**config.mk**
```make
export PLATFORM = sky130hd
export DESIGN_NAME = pit_timer_bank
export DESIGN_NICKNAME = d
export VERILOG_FILES = /design/src/rtl/pit_timer_bank.sv
export SDC_FILE = /design/constraint.sdc
export NUM_CORES = 1
export LEC_CHECK = 0
export ABC_AREA = 1
export ABC_CLOCK_PERIOD_IN_PS = 2600
export CAP_MARGIN = 20
export CORE_MARGIN = 5
export CORE_UTILIZATION = 25
export CTS_CLUSTER_SIZE = 12
export DETAILED_ROUTE_END_ITERATION = 8
export GPL_TIMING_DRIVEN = 0
export SLEW_MARGIN = 20
export SYNTH_ARGS = -nofsm -noshare
export SYNTH_HDL_FRONTEND = slang
export SYNTH_SLANG_ARGS = --single-unit
```
**constraint.sdc**
```tcl
create_clock -name clk -period 2.6 [get_ports clk]
set_clock_uncertainty 0.05 [all_clocks]
set_input_delay 0.52 -clock clk [delete_from_list [all_inputs] [get_ports clk]]
set_output_delay 0.52 -clock clk [all_outputs]
set_load 0.1 [all_outputs]
```
**src/rtl/pit_timer_bank.sv**
```systemverilog
// pit_timer_bank: bank of 8254-style down-counters on the data-master I/O bus.
// Optional feature macro PIT_STATUS_READBACK_EN: control reads return channel status.
module pit_timer_bank #(
    parameter int NUM_CHANNELS = 3,
    parameter int COUNT_WIDTH  = 16
) (
    input  logic                    clk,
    input  logic                    reset_n,
    input  logic                    pit_clk,
    input  logic                    cs,
    input  logic [2:0]              data_m_addr,
    input  logic [15:0]             data_m_data_in,
    output logic [15:0]             data_m_data_out,
    input  logic [1:0]              data_m_bytesel,
    input  logic                    data_m_wr_en,
    input  logic                    data_m_access,
    output logic                    data_m_ack,
    input  logic [NUM_CHANNELS-1:0] gate,
    output logic [NUM_CHANNELS-1:0] out
);
    localparam int CW = COUNT_WIDTH;
    localparam logic [CW-1:0] C_ONE = {{(CW-1){1'b0}}, 1'b1};

    logic [2:0]              r_pit_sync;
    logic                    w_tick;
    logic                    w_req;
    logic                    w_ctl_sel;
    logic                    w_ctl_wr;
    logic [31:0]             w_addr;
    logic [31:0]             w_idx;
    logic [NUM_CHANNELS-1:0] w_cfg;
    logic [NUM_CHANNELS-1:0] w_lat;
    logic [NUM_CHANNELS-1:0] w_wr_ch;
    logic [NUM_CHANNELS-1:0] w_rd_ch;
    logic [7:0]              w_byte [NUM_CHANNELS];
    logic [15:0]             w_rdata;
    logic                    w_unused;

    assign w_unused  = data_m_bytesel[1];
    assign w_tick    = r_pit_sync[1] & ~r_pit_sync[2];
    assign w_req     = cs & data_m_access & data_m_bytesel[0];
    assign w_addr    = {29'd0, data_m_addr};
    assign w_idx     = {24'd0, data_m_data_in[15:8]};
    assign w_ctl_sel = w_req && (w_addr == 32'(NUM_CHANNELS));
    assign w_ctl_wr  = w_ctl_sel & data_m_wr_en;

    // Two-flop synchroniser plus one stage of history for edge detect
    always_ff @(posedge clk or negedge reset_n) begin
        if (!reset_n) r_pit_sync <= 3'b000;
        else          r_pit_sync <= {r_pit_sync[1:0], pit_clk};
    end

    // Steer bus accesses into per-channel strobes
    always_comb begin
        w_cfg   = '0;
        w_lat   = '0;
        w_wr_ch = '0;
        w_rd_ch = '0;
        for (int i = 0; i < NUM_CHANNELS; i++) begin
            if (w_ctl_wr && (w_idx == 32'(i))) begin
                if (data_m_data_in[5:4] == 2'b00) w_lat[i] = 1'b1;
                else                              w_cfg[i] = 1'b1;
            end
            if (w_req && (w_addr == 32'(i))) begin
                w_wr_ch[i] = data_m_wr_en;
                w_rd_ch[i] = ~data_m_wr_en;
            end
        end
    end

`ifdef PIT_STATUS_READBACK_EN
    logic [7:0] w_stat [NUM_CHANNELS];
    logic [2:0] r_stat_idx;

    // Remember which channel the last valid control write named
    always_ff @(posedge clk or negedge reset_n) begin
        if (!reset_n)
            r_stat_idx <= 3'd0;
        else if (w_ctl_wr && (w_idx < 32'(NUM_CHANNELS)))
            r_stat_idx <= data_m_data_in[10:8];
    end
`endif

    for (genvar g = 0; g < NUM_CHANNELS; g++) begin : g_ch
        logic [CW-1:0] r_count;
        logic [CW-1:0] r_reload;
        logic [CW-1:0] r_latch_val;
        logic [7:0]    r_lsb;
        logic [1:0]    r_rw;
        logic [2:0]    r_mode;
        logic          r_null;
        logic          r_run;
        logic          r_pend;
        logic          r_wff;
        logic          r_rff;
        logic          r_latched;
        logic          r_out;
        logic          r_gate_d;
        logic          w_per;
        logic          w_m2;
        logic          w_grise;
        logic          w_wdone;
        logic          w_out_nxt;
        logic [15:0]   w_wval;
        logic [15:0]   w_src;
        logic [7:0]    w_rbyte;
        logic [CW-1:0] w_cnt_nxt;
        logic [CW-1:0] w_dec;
        logic [CW:0]   w_n;
        logic [CW:0]   w_nx;

        // Modes 2/6 rate, 3/7 square, everything else terminal count
        assign w_m2    = (r_mode[1:0] == 2'b10);
        assign w_per   = r_mode[1];
        assign w_grise = gate[g] & ~r_gate_d;
        assign w_dec   = r_count - C_ONE;
        assign w_n     = {r_reload == '0, r_reload};
        assign w_nx    = {w_dec == '0, w_dec};
        assign w_src   = 16'(r_latched ? r_latch_val : r_count);
        assign w_byte[g] = w_rbyte;
        assign out[g]  = r_out;

`ifdef PIT_STATUS_READBACK_EN
        assign w_stat[g] = {r_out, r_null, r_rw, r_mode, 1'b0};
`else
        logic w_unused_mode;
        assign w_unused_mode = r_mode[2];
`endif

        // Next count and output level for this cycle
        always_comb begin
            w_cnt_nxt = r_count;
            w_out_nxt = r_out;
            if (w_tick && r_pend) begin
                w_cnt_nxt = r_reload;
                w_out_nxt = w_per;
            end else if (w_tick && r_run && gate[g]) begin
                if (!w_per) begin
                    w_cnt_nxt = w_dec;
                    if (r_count == C_ONE) w_out_nxt = 1'b1;
                end else if (r_count == C_ONE) begin
                    w_cnt_nxt = r_reload;
                    w_out_nxt = 1'b1;
                end else begin
                    w_cnt_nxt = w_dec;
                    w_out_nxt = w_m2 ? (w_dec != C_ONE)
                                     : (w_nx > (w_n >> 1));
                end
            end
            if (w_per && r_run && !gate[g]) w_out_nxt = 1'b1;
        end

        // Assemble the reload from the byte(s) written under the current rw
        always_comb begin
            w_wval  = 16'd0;
            w_wdone = 1'b0;
            case (r_rw)
                2'b01: begin
                    w_wval  = {8'd0, data_m_data_in[7:0]};
                    w_wdone = 1'b1;
                end
                2'b10: begin
                    w_wval  = {data_m_data_in[7:0], 8'd0};
                    w_wdone = 1'b1;
                end
                2'b11: begin
                    w_wval  = {data_m_data_in[7:0], r_lsb};
                    w_wdone = r_wff;
                end
                default: ;
            endcase
        end

        // Byte presented to a channel read
        always_comb begin
            w_rbyte = w_src[7:0];
            if ((r_rw == 2'b10) || ((r_rw == 2'b11) && r_rff))
                w_rbyte = w_src[15:8];
        end

        // Channel state: counting, latching, byte sequencing, config
        always_ff @(posedge clk or negedge reset_n) begin
            if (!reset_n) begin
                r_count     <= '0;
                r_reload    <= '0;
                r_latch_val <= '0;
                r_lsb       <= 8'd0;
                r_rw        <= 2'b11;
                r_mode      <= 3'd0;
                r_null      <= 1'b1;
                r_run       <= 1'b0;
                r_pend      <= 1'b0;
                r_wff       <= 1'b0;
                r_rff       <= 1'b0;
                r_latched   <= 1'b0;
                r_out       <= 1'b0;
                r_gate_d    <= 1'b0;
            end else begin
                r_gate_d <= gate[g];
                r_count  <= w_cnt_nxt;
                r_out    <= w_out_nxt;
                if (w_tick && r_pend) begin
                    r_pend <= 1'b0;
                    r_null <= 1'b0;
                    r_run  <= 1'b1;
                end
                if (w_per && w_grise && !r_null) r_pend <= 1'b1;
                if (w_lat[g] && !r_latched) begin
                    r_latched   <= 1'b1;
                    r_latch_val <= w_cnt_nxt;
                end
                if (w_rd_ch[g]) begin
                    if ((r_rw == 2'b11) && !r_rff) begin
                        r_rff <= 1'b1;
                    end else begin
                        r_rff     <= 1'b0;
                        r_latched <= 1'b0;
                    end
                end
                if (w_wr_ch[g]) begin
                    if ((r_rw == 2'b11) && !r_wff) begin
                        r_lsb <= data_m_data_in[7:0];
                        r_wff <= 1'b1;
                    end
                    if (w_wdone) begin
                        r_wff    <= 1'b0;
                        r_reload <= w_wval[CW-1:0];
                        r_pend   <= 1'b1;
                        if (!w_per) r_out <= 1'b0;
                    end
                end
                if (w_cfg[g]) begin
                    r_rw   <= data_m_data_in[5:4];
                    r_mode <= data_m_data_in[3:1];
                    r_null <= 1'b1;
                    r_run  <= 1'b0;
                    r_pend <= 1'b0;
                    r_wff  <= 1'b0;
                    r_rff  <= 1'b0;
                    r_out  <= 1'b0;
                end
            end
        end
    end

    // Read data source for this cycle's access
    always_comb begin
        w_rdata = 16'd0;
        for (int i = 0; i < NUM_CHANNELS; i++)
            if (w_rd_ch[i]) w_rdata = {8'd0, w_byte[i]};
`ifdef PIT_STATUS_READBACK_EN
        if (w_ctl_sel && !data_m_wr_en)
            for (int i = 0; i < NUM_CHANNELS; i++)
                if ({29'd0, r_stat_idx} == 32'(i))
                    w_rdata = {8'd0, w_stat[i]};
`endif
    end

    // Registered bus response
    always_ff @(posedge clk or negedge reset_n) begin
        if (!reset_n) begin
            data_m_ack      <= 1'b0;
            data_m_data_out <= 16'd0;
        end else begin
            data_m_ack      <= cs & data_m_access;
            data_m_data_out <= w_rdata;
        end
    end
endmodule

```
; Yosys cells after proc, flatten, opt, wreduce, memory -nomap -nowiden
; Cells that the tools add are included.
[totals]
reg_bits = 216
input_bits = 30
word_cells = 308
[classes]
add_sub_neg = 3
n_lt_le_gt_ge = 3
n_eq_ne = 23
mux = 131
bitwise_logic = 12
n_reduce_logical = 91
[op_table]
columns = op, n
row1 = two-way mux 16 bit, 15
row2 = one-hot mux 16 bit (3 select lines), 3
row3 = two-way mux 1 bit, 104
row4 = zero test 16 bit, 6
row5 = zero test 32 bit, 2
row6 = greater-than comparator 17 x 16 -> 1 bit, 3
row7 = "== test 16 x 1 -> 1 bit, second input constant", 3
row8 = two-way mux 8 bit, 6
row9 = "!= test 16 x 1 -> 1 bit, second input constant", 3
row10 = "subtractor 16 x 1 -> 16 bit, second input constant", 3
row11 = logical AND 1 bit, 40
row12 = "== test 2 bit, second input constant", 9
row13 = AND reduction 2 bit, 9
row14 = nonzero test 2 bit, 9
row15 = zero test 1 bit, 15
row16 = nonzero test 3 bit, 3
row17 = "== test 8 x 1 -> 1 bit, second input constant", 1
row18 = "== test 8 x 2 -> 1 bit, second input constant", 1
row19 = bitwise AND 1 bit, 7
row20 = "== test 2 x 1 -> 1 bit, second input constant", 3
row21 = "== test 3 x 2 -> 1 bit, second input constant", 2
row22 = one-hot mux 1 bit (2 select lines), 3
row23 = OR reduction 2 bit, 3
row24 = NOT 1 bit, 5
row25 = other kinds (3), 5

; Depth between registers and ports, before layout
; Gate-level depths: netlist of the first run.
[logic_depth]
depth_word = 13
mapped_depth = 24
ltp_nobuf = 24

; Least setup slack after synthesis of the first run
; OpenSTA, ideal clock, no wires.
[synth_timing]
path_kind = reg-to-reg
startpoint = register g_ch[0].r_count[0]
endpoint = register g_ch[0].r_out
arrival_time_ns = 2.456
t_required_ns = 2.426
slack_ns = -0.029
path_stages_with_launch = 24
synth_period_minus_slack_ns = 2.629
cell_sequence = dfrtp_1 > inv_1 > ha_1 > nand2_1 > nor2_1 > nand2_1 > nand2_1 > nand2_1 > ha_1 > nand2_1 > o21bai_1 > nand2_1 > a21oi_1 > nand2_1 > nand2_1 > nand2_1 > nand2_1 > nand2_1 > nand2_1 > nand3_1 > nand2_1 > nand2_1 > nand2_1 > a21oi_1
[synth_between]
elab_chain_cells = 13
word_cells_on_any_way = 16
classes_between = 1 x add/sub / 1 x order compare / 2 x eq/ne / 11 x mux / 1 x reduce/logical
[synth_lines]
columns = item, line
row1 = "start, declared", 85  ; logic [CW-1:0] r_count;
row2 = "start signal, assigned", 200  ; r_count <= w_cnt_nxt;
row3 = subtractor 16 x 1 -> 16 bit, 116  ; assign w_dec = r_count - C_ONE;
row4 = zero test 16 bit, 118  ; assign w_nx = {w_dec == '0, w_dec};
row5 = greater-than comparator 17 x 16 -> 1 bit, 147  ; : (w_nx > (w_n >> 1));
row6 = two-way mux 1 bit, 146  ; w_out_nxt = w_m2 ? (w_dec != C_ONE)
row7 = two-way mux 1 bit, 141  ; end else if (r_count == C_ONE) begin
row8 = two-way mux 1 bit (*), 138  ; if (!w_per) begin
row9 = two-way mux 1 bit (*), 137  ; end else if (w_tick && r_run && gate[g]) begin
row10 = two-way mux 1 bit (*), 134  ; if (w_tick && r_pend) begin
row11 = two-way mux 1 bit (*), 150  ; if (w_per && r_run && !gate[g]) w_out_nxt = 1'b1;
row12 = two-way mux 1 bit, 229  ; if (!w_per) r_out <= 1'b0;
row13 = two-way mux 1 bit, 225  ; if (w_wdone) begin
row14 = two-way mux 1 bit (*), 220  ; if (w_wr_ch[g]) begin
row15 = two-way mux 1 bit (*), 232  ; if (w_cfg[g]) begin
row16 = "end signal, assigned", 201  ; r_out <= w_out_nxt;
row17 = "end, declared", 97  ; logic r_out;
; Mark *: on every way between the ends. The rest lies on a longest branch, timed or not.
; A chain may end at the register's enable or synchronous reset.

; Worst setup path after layout of the first run
; Ends and elaborated chain as after synthesis.

==> impl_metrics.ini, run 1 <==
[status]
status = finished, violations left
violations = negative setup slack

[drt]
drt_first_pass_iters = 5
drc_errors = 0
vias_per_cell = 4.87
dr.first_iter.drc_count = 1154
totalWireLength_mm = 44.2
via_count = 13000
antenna_left = 0
wl_per_cell_um = 16.6

[sta]
hold_viol_final = 0
grt_setup_unrepaired = yes
layout_setup_ws_ps = -65.8
drv_slew = 0
period_share = 1.03
max_slew_margin = 0.295
fmax_mhz = 375
setup_viol = 2
finalCriticalPeriod_ps = 2670
worstMarginPinSlew_ps = 1050

[final_layout]
diodes = 0
fin_util = 0.315
regArea_mm2 = 0.00543
syn_to_final_growth_pct = 25.0
multiInputGateArea_mm2 = 0.00731
fin_area_mm2 = 0.0166
stdcell_count = 2667
layout_commonest_cell = nand2_1
layout.nets = 2067
drive_above_1_share = 0.147
final_cell_mix = nand2_1, o21ai_0, inv_1
fillers = 5617

[critical_path]
cp_slowest_stage_delay_ps = 420
r2r_slack_ps = -70
cp_slowest_cell = dfrtp_2
crit_arrival_ps = 3090
end_kind = flip-flop
path_buf_inv = 1
start_kind = flip-flop
path_cells = inv_4, ha_4, nand2_4, nor2_4, nand2_1, nand2_1, nand2_2, ha_4, nand4_1, nor2_2, a21oi_2, nand2_1, nand2_1, nand2_1, nand2_1, nand2_1, nand2_1, nand3_1, nand2_1, nand2_1, nand2_2, a21oi_2
worst-setup-path-type = reg -> reg
path_delay_family = simple AND/OR/NAND/NOR gates
crit_fanout = 6
required_ps = 3020
critPathMostFrequentCell = nand2_1

[placed_design]
routabilityCongestion = 0.943
dpl-instance-area_mm2 = 0.0146
hpwl_mm = 33.0
dp_worst_setup_slack_ps = -822
port_buffers = 40
dp.cells = 2564

[worst_hold_path]
hp-class = reg -> reg

[clocking]
cts_buffer_depth = 3
cts_max_level = 1
cts_tree = yes
clkLatencyLatePin_ps = 530
cts_root_buf = clkbuf_16
cts_made_buffers = 26
cts.sinks = 216
clkTransAtPathRegs_ps = 60

[grt]
grt_pass1_wl_mm = 68.6
grt_max_degree = 89
grt_usage = 0.148
antenna_found_initial = 0
overflow = 0
grt_pass1_vias = 12600

[power_and_ir_drop]
cellPowerDensity_mw_per_mm2 = 836
peakVddDrop_mv = 0.495
p_leak_uw = 0.00789

[logic_synthesis]
synth_top_family_by_area = simple AND/OR/NAND/NOR gates
synth_xor_area_frac = 0.0105
synth.distinct_cells = 43
synth_edf_count = 0
synth_simple_gate_area_frac = 0.247
synth_cells = 1827
synth.area.mux_share = 0.000753
ys.flop_type = dfrtp_1
syn-cell-area_mm2 = 0.0133
ys_async_sr_fraction = 1.00
synth_seq_cells = 216
ys_warn_count = 0
synth_fa_ha_area_frac = 0.0706
synth_compound_area_frac = 0.171
yosysSeqAreaShare = 0.408
syn_avg_cell_area_um2 = 7.27

[floorplan]
die-area_mm2 = 0.0579
num_rows = 84
die_w_um = 241
start_util = 0.252
core_mm2 = 0.0527
pin_count = 50
die_h_um = 241

[flow_run]
maxCapViolations = 0
[final timing paths]
kind | startpoint | end | cells after the start
min | r_pit_sync[0]$_DFF_PN0_ | r_pit_sync[1]$_DFF_PN0_ | 0
max reg2reg | g_ch[0].r_count[0]$_DFF_PN0_ | g_ch[0].r_out$_DFF_PN0_ | 22
min in group asynchronous | reset_n | g_ch[2].r_lsb[2]$_DFFE_PN0P_ | 2
max in group asynchronous | reset_n | g_ch[1].r_count[5]$_DFF_PN0_ | 3
min reg2reg | r_pit_sync[0]$_DFF_PN0_ | r_pit_sync[1]$_DFF_PN0_ | 0
max | g_ch[0].r_count[0]$_DFF_PN0_ | g_ch[0].r_out$_DFF_PN0_ | 22
[sequential cells by signal, indices dropped and copies added, names as in the netlist, 6 cells and up]
signal	flops
g_ch.r_rw	6
g_ch.r_lsb	24
data_m_data_out	8
g_ch.r_count	48
g_ch.r_reload	48
g_ch.r_latch_val	48
g_ch.r_mode	6
[metrics by stage]
step                TNS (ps)  power, uW  hold WS, ps
finish                  -124      13900          303
global route           -1120      14800          322
CTS                    -7.66      13300          307
detailed placement    -74900       8740          287
global placement    -1827560       8660          292
floorplan                  0       7380          174
[layer usage]
layer  part of all wire  track usage
met4              0.032       0.0447
met3              0.055       0.0173
met2               0.48        0.251
met1               0.43        0.198
met5                  0            0
[logic make-up after synthesis]
group,Yosys count
XOR/XNOR,16
adder cells (fa/ha/maj),75
multiplexers,1
buffers and inverters,312
other,1
AND/OR/NAND/NOR,784
AO/OA/AOI/OAI,422
flip-flops,216
[layout make-up]
class | instances | area share
Sequential cell | 216 | 0.327
Clock buffer | 40 | 0.0466
Tap cell | 688 | 0.0518
Clock inverter | 5 | 0.00467
Inverter | 244 | 0.0560
Buffer | 68 | 0.0199
Multi-Input combinational cell | 1306 | 0.440
Timing Repair Buffer | 100 | 0.0537
[cell usage after synthesis, drive strengths merged (18+ instances only)]
master | count | share of area
ha | 75 | 0.071
inv | 241 | 0.068
o21ai | 266 | 0.10
nor4 | 23 | 0.014
dfrtp | 207 | 0.39
nor2 | 142 | 0.042
nand3 | 119 | 0.045
clkbuf | 49 | 0.014
buf | 19 | 0.0093
nand2 | 473 | 0.13
o22ai | 18 | 0.0085
a21oi | 81 | 0.031
[where the power goes]
group | total (uW) | internal (uW) | switching (uW)
Sequential | 4340 | 3800 | 546
Combinational | 5870 | 2190 | 3680
Clock | 3660 | 2230 | 1430
[timing repair]
item	CTS	global route
hold buffers	1	0
setup endpoints to repair	114	127
hold endpoints to repair	38	0
pin swaps	32	50
setup buffers	36	21
gates resized for setup	118	104
Note: power is estimated with default switching activity, not from simulation.
==> run 2: changes to the inputs <==
--- a/config.mk
+++ b/config.mk
@@ -7,12 +7,15 @@
 export LEC_CHECK = 0
 export ABC_AREA = 1
 export ABC_CLOCK_PERIOD_IN_PS = 2600
-export CAP_MARGIN = 20
+export CAP_MARGIN = 5
+export CELL_PAD_IN_SITES_DETAIL_PLACEMENT = 0
+export CELL_PAD_IN_SITES_GLOBAL_PLACEMENT = 1
 export CORE_MARGIN = 5
 export CORE_UTILIZATION = 25
 export CTS_CLUSTER_SIZE = 12
 export DETAILED_ROUTE_END_ITERATION = 8
 export GPL_TIMING_DRIVEN = 0
+export PLACE_DENSITY_LB_ADDON = 0.1
 export SLEW_MARGIN = 20
 export SYNTH_ARGS = -nofsm -noshare
 export SYNTH_HDL_FRONTEND = slang
==> run 2 against run 1 <==
  * The run still ends with negative setup slack left
  * Cell count up 0.75%
  * First-iteration DRC count is 34% lower
  * Hold slack worse by 11 ps
  * Total power up 5.6%
  * Design area up 2.3%
  * Sequential power barely moved
  * Non-clock buffer count increased by 13
  * Clock power up 6.8%
  * Core utilization grew 0.73 points
  * Global-route usage rose by 2.5 points
  * Wire length up 16%
  * Critical path depth is 2 higher
  * Critical path type unchanged
  * Critical endpoint unchanged
==> impl_metrics.ini, run 2 (synthesis gave the netlist of run 1 again) <==
[status]
status = finished, violations left
violations = negative setup slack

[grt]
antenna_found_initial = 0
grt_pass1_wl_mm = 76.7
grt_usage = 0.173
grt_max_degree = 87
grt_pass1_vias = 12400
overflow = 0

[placed_design]
dpl-instance-area_mm2 = 0.0146
routabilityCongestion = 0.822
hpwl_mm = 39.3
port_buffers = 40

[sta]
hold-worst-slack_ps = 291
grt_setup_unrepaired = yes
finalCriticalPeriod_ps = 2740
max_slew_margin = 0.363
hold_viol_final = 0
worstMarginPinSlew_ps = 959
fmax_mhz = 365
setup_viol = 3
layout_setup_ws_ps = -139
period_share = 1.05
drv_slew = 0

[clocking]
cts_tree = yes
cts_root_buf = clkbuf_16
cts_max_level = 1
cts_buffer_depth = 3
clkLatencyLatePin_ps = 580
clkTransAtPathRegs_ps = 60
cts.sinks = 216
cts_made_buffers = 29

[critical_path]
reg2reg_to = g_ch[0].r_out$_DFF_PN0_
required_ps = 3000
r2r-start = g_ch[0].r_count[2]$_DFF_PN0_
worst-setup-path-type = reg -> reg
r2r_slack_ps = -140
cp_slowest_cell = dfrtp_2
cp_slowest_stage_delay_ps = 470
critPathLaunch = g_ch[0].r_count[2]$_DFF_PN0_
end_kind = flip-flop
start_kind = flip-flop
worstRegToRegCells = 24
path_cells = nor2_4, nand4_1, buf_4, buf_4, nand2_1, nand2_1, inv_1, ha_1, nand2_1, nor2_4, inv_1, nor2_2, a21oi_2, nand2_1, nand2_1, nand2_1, nand2_1, nand2_1, nand2_2, nand3_2, nand2_2, nand2_2, nand2_2, a21oi_2
path_buf_inv = 4
crit_arrival_ps = 3130
path_delay_family = simple AND/OR/NAND/NOR gates
crit_fanout = 5
critPathMostFrequentCell = nand2_1

[final_layout]
diodes = 0
syn_to_final_growth_pct = 27.9
drive_above_1_share = 0.166
layout.nets = 2083
layout_commonest_cell = nand2_1
top_regs = g_ch.r_count (48), g_ch.r_latch_val (48), g_ch.r_reload (48)
fin_area_mm2 = 0.0170
final_cell_mix = nand2_1, o21ai_0, inv_1
fillers = 5702

[worst_hold_path]
min_delay_path_depth = 0
min_from = r_pit_sync[0]$_DFF_PN0_
hp-class = reg -> reg
worstHoldEndpoint = r_pit_sync[1]$_DFF_PN0_

[drt]
drc_errors = 0
totalWireLength_mm = 51.1
drt_first_pass_iters = 5
via_count = 12700
dr.first_iter.drc_count = 764
vias_per_cell = 4.74
antenna_left = 0
wl_per_cell_um = 19.0

[power_and_ir_drop]
switching_share = 0.418
power_frac_comb = 0.435
p_leak_uw = 0.00804
switchingPower_uw = 6130
cellPowerDensity_mw_per_mm2 = 862
peakVddDrop_mv = 0.477
internal_power_uw = 8530
seq_power_share = 0.298
clkPwrFrac = 0.266

[flow_run]
maxCapViolations = 0

[floorplan]
die_w_um = 241
core_mm2 = 0.0527
die-area_mm2 = 0.0579
start_util = 0.252
num_rows = 84
die_h_um = 241
pin_count = 50
## run 2: cell types whose count changed in the layout (fill, tap and decap cells not counted), moves of 4 or more
cell | before | now
o21ai_1 | 8 | 12
buf_4 | 68 | 76
nand2_1 | 447 | 437
nand2_2 | 22 | 31
nor2_4 | 25 | 29
o21ai_0 | 256 | 251
buf_12 | 0 | 4
## run 2: stage by stage
stage          setup WS, ps  power (uW)  utilization  TNS [ps]  instances
2_1_floorplan          2.08        7380            -         0       1834
3_3_place_gp          -9440        9030        0.277  -2096030       2562
3_5_place_dp           -909        9020        0.278    -92560       2564
4_1_cts                -213       14200        0.312      -291       2670
5_1_grt                -310       15700        0.323      -960       2687
6_report               -139       14700        0.323      -228       2687
## run 2: worst max-delay path by stage
stage	slack, ps	end	depth (start not counted)
2_1_floorplan	2	g_ch[0].r_out$_DFF_PN0_	22
3_3_place_gp	-9440	g_ch[1].r_latch_val[3]$_DFFE_PN0P_	1
3_5_place_dp	-910	g_ch[2].r_latch_val[9]$_DFFE_PN0P_	8
4_1_cts	-210	g_ch[0].r_out$_DFF_PN0_	22
5_1_grt	-310	g_ch[0].r_out$_DFF_PN0_	22
6_report	-140	g_ch[0].r_out$_DFF_PN0_	24
## run 2: layout make-up
| class | instances | area, um2 | area share |
|---|---|---|---|
| multi-input combinational | 1306 | 7480 | 0.440 |
| sequential | 216 | 5430 | 0.320 |
| timing repair buffer | 114 | 1050 | 0.0621 |
| inverter | 244 | 933 | 0.0549 |
| tap | 688 | 861 | 0.0507 |
| clock buffer | 48 | 837 | 0.0493 |
| buffer | 67 | 334 | 0.0197 |
| clock inverter | 4 | 63.8 | 0.00376 |
## run 2: power groups by stage
stage / Clock (uW) / Sequential, uW / Combinational [uW]
after CTS: 4040 / 4330 / 5840
after global routing: 4190 / 4440 / 7120
after global placement: 0 / 4340 / 4690
after floorplan: 0 / 4150 / 3220
final: 3910 / 4370 / 6380
after detailed placement: 0 / 4320 / 4700
## run 2: routing by layer
layer | vias to the layer above | share of wire | track usage
met5 | - | 0 | 0
met4 | 0 | 0.022 | 0.0389
met3 | 57 | 0.037 | 0.0215
met2 | 215 | 0.47 | 0.282
met1 | 6169 | 0.47 | 0.246
li1 | 6289 | - | -
## run 2: repair_timing
item | CTS | global route
pin swaps | 24 | 45
buffers inserted | 53 | 19
hold buffers | 1 | 0
endpoints found under the setup margin | 131 | 88
endpoints found under the hold margin | 61 | 0
resized for setup | 144 | 124
==> run 3: changes to the inputs <==
--- a/config.mk
+++ b/config.mk
@@ -6,7 +6,7 @@
 export NUM_CORES = 1
 export LEC_CHECK = 0
 export ABC_AREA = 1
-export ABC_CLOCK_PERIOD_IN_PS = 2600
+export ABC_CLOCK_PERIOD_IN_PS = 3300
 export CAP_MARGIN = 5
 export CELL_PAD_IN_SITES_DETAIL_PLACEMENT = 0
 export CELL_PAD_IN_SITES_GLOBAL_PLACEMENT = 1
==> constraint.sdc (replaced) <==
create_clock -name clk -period 3.3 [get_ports clk]
set_clock_uncertainty 0.05 [all_clocks]
set_input_delay 0.66 -clock clk [delete_from_list [all_inputs] [get_ports clk]]
set_output_delay 0.66 -clock clk [all_outputs]
set_load 0.1 [all_outputs]
==> run 3 against run 2 <==
  * The run now ends clean
  * Critical path depth unchanged
  * Clock power decreased by 19%
  * First-iteration DRC count rose by 1.4%
  * Combinational power is 41% lower
  * Register-to-register slack gained 420 ps
  * Via count shrank 3.7%
  * Wire length is 3.6% lower
  * Sequential cell count stayed put
  * Global-route usage fell by 0.34 points
  * Cell count fell by 2.5%
  * Design area is 7.4% lower
==> impl_metrics.ini, run 3 (synthesis gave the netlist of run 1 again) <==
[clocking]
clkLatencyLatePin_ps = 590
cts_root_buf = clkbuf_16
clkTransAtPathRegs_ps = 60
cts_made_buffers = 29
cts.sinks = 216
cts_max_level = 1
cts_buffer_depth = 3
cts_tree = yes

[critical_path]
required_ps = 3770
worst-setup-path-type = reg -> reg
cp_slowest_cell = dfrtp_1
start_kind = flip-flop
path_delay_family = simple AND/OR/NAND/NOR gates
path_depth = 24
crit_arrival_ps = 3490
critPathMostFrequentCell = nand2_1
cp_slowest_stage_delay_ps = 400
end_kind = flip-flop
path_buf_inv = 2
worstRegToRegCells = 24
path_cells = inv_1, ha_4, nand2_1, nor2_2, nand2_1, nand2_1, inv_1, ha_1, nand2_1, nor2_1, nand3b_1, nand3_1, nand2_1, nand2_1, nand2_1, nand2_1, nand2_1, nand2_1, nand2_1, nand2_1, nand2_1, nand2_1, nand2_1, a21oi_1
crit_fanout = 5

[floorplan]
die_w_um = 241
die-area_mm2 = 0.0579
start_util = 0.252
pin_count = 50
num_rows = 84
core_mm2 = 0.0527
die_h_um = 241

[status]
status = finished, final reports clean

[sta]
period_share = 0.916
worstMarginPinSlew_ps = 1040
max_slew_margin = 0.304
hold_viol_final = 0
finalCriticalPeriod_ps = 3020
hold-worst-slack_ps = 1.92
setup_viol = 0
tns_ps = 0
fmax_mhz = 331
drv_slew = 0

[grt]
overflow = 0
antenna_found_initial = 0
grt_pass1_wl_mm = 75.6
grt_usage = 0.169
grt_max_degree = 85
grt_pass1_vias = 12200

[drt]
wl_met1_mm = 24.1
via_count = 12300
wl_per_cell_um = 18.8
antenna_left = 0
dr.first_iter.drc_count = 775
wl_met2_mm = 22.8
vias_per_cell = 4.68
wl_met3_mm = 1.59
totalWireLength_mm = 49.3
top_layer = met4
drt_first_pass_iters = 5
drc_errors = 0

[final_layout]
diodes = 0
syn_to_final_growth_pct = 18.4
final_cell_mix = nand2_1, o21ai_0, inv_1
layout.nets = 2014
fin_area_mm2 = 0.0157
layout_commonest_cell = nand2_1
top_regs = g_ch.r_count (48), g_ch.r_latch_val (48), g_ch.r_reload (48)
fillers = 5838
drive_above_1_share = 0.0616
stdcell_count = 2619

[power_and_ir_drop]
switching_share = 0.414
cellPowerDensity_mw_per_mm2 = 656
switchingPower_uw = 4270
clkPwrFrac = 0.308
finalPower_uw = 10300
p_leak_uw = 0.00752
peakVddDrop_mv = 0.375
internal_power_uw = 6050
seq_power_share = 0.326
power_frac_comb = 0.367

[placed_design]
hpwl_mm = 39.0
dp.cells = 2564
port_buffers = 40
dpl-instance-area_mm2 = 0.0146
routabilityCongestion = 0.839

[worst_hold_path]
hp-class = in -> async

[flow_run]
maxCapViolations = 0
run 3: changes by cell type in the layout (fill, tap and decap cells not counted), moves of 16 or more:
cell,before,now
nand2_1,437,471
clkbuf_2,16,0
nor2_4,29,8
nand2_2,31,2
nor2_1,96,124
buf_4,76,14
inv_1,217,234
run 3: what timing repair did:
item	in CTS	in global routing
buffers inserted	0	2
hold buffers	0	0
pin swaps	0	1
setup endpoints to repair	29	12
gates resized for setup	6	30
hold endpoints to repair	0	0
run 3: worst paths after layout:
path | from | endpoint | slack (ps)
max | g_ch[2].r_count[1]$_DFF_PN0_ | g_ch[2].r_out$_DFF_PN0_ | 280
min | reset_n | g_ch[2].r_count[14]$_DFF_PN0_ | 2
max reg2reg | g_ch[2].r_count[1]$_DFF_PN0_ | g_ch[2].r_out$_DFF_PN0_ | 280
min reg2reg | r_pit_sync[0]$_DFF_PN0_ | r_pit_sync[1]$_DFF_PN0_ | 300
max in group asynchronous | reset_n | g_ch[1].r_count[2]$_DFF_PN0_ | 2230
min in group clk | r_pit_sync[0]$_DFF_PN0_ | r_pit_sync[1]$_DFF_PN0_ | 300
run 3: layout make-up:
class | count | area [um2] | area share
Buffer | 68 | 308 | 0.0196
Tap cell | 688 | 861 | 0.0547
Inverter | 244 | 918 | 0.0584
Timing Repair Buffer | 44 | 475 | 0.0302
Sequential cell | 216 | 5420 | 0.344
Multi-Input combinational cell | 1306 | 6800 | 0.432
Clock buffer | 40 | 817 | 0.0519
Clock inverter | 13 | 136 | 0.00867
run 3: power by group through the flow:
stage | clock [uW] | combinational, uW | sequential [uW]
floorplan | 0 | 2530 | 3270
global placement | 0 | 3680 | 3410
detailed placement | 0 | 3690 | 3400
CTS | 3280 | 3720 | 3350
global route | 3380 | 4340 | 3420
finish | 3180 | 3790 | 3360
run 3: through the flow:
| stage | utilization | setup WS, ps |
|---|---|---|
| 2_1_floorplan | - | 671 |
| 3_3_place_gp | 0.277 | -8830 |
| 3_5_place_dp | 0.278 | -527 |
| 4_1_cts | 0.296 | 12.5 |
| 5_1_grt | 0.299 | -9.55 |
| 6_report | 0.299 | 278 |
run 3: worst reg2reg max path: cells and delay by family, from the launching register on:
kind / cells / cell delay [ps]
AO/OA/AOI/OAI: 1 / 130
buffers and inverters: 2 / 270
flip-flops: 1 / 400
adder cells (fa/ha/maj): 2 / 510
AND/OR/NAND/NOR: 19 / 1590
run 3: routing by layer:
metal	GRT usage	vias up
li1	-	6154
met1	0.246	5894
met5	0	-
met4	0.0292	0
met3	0.0187	37
met2	0.277	180
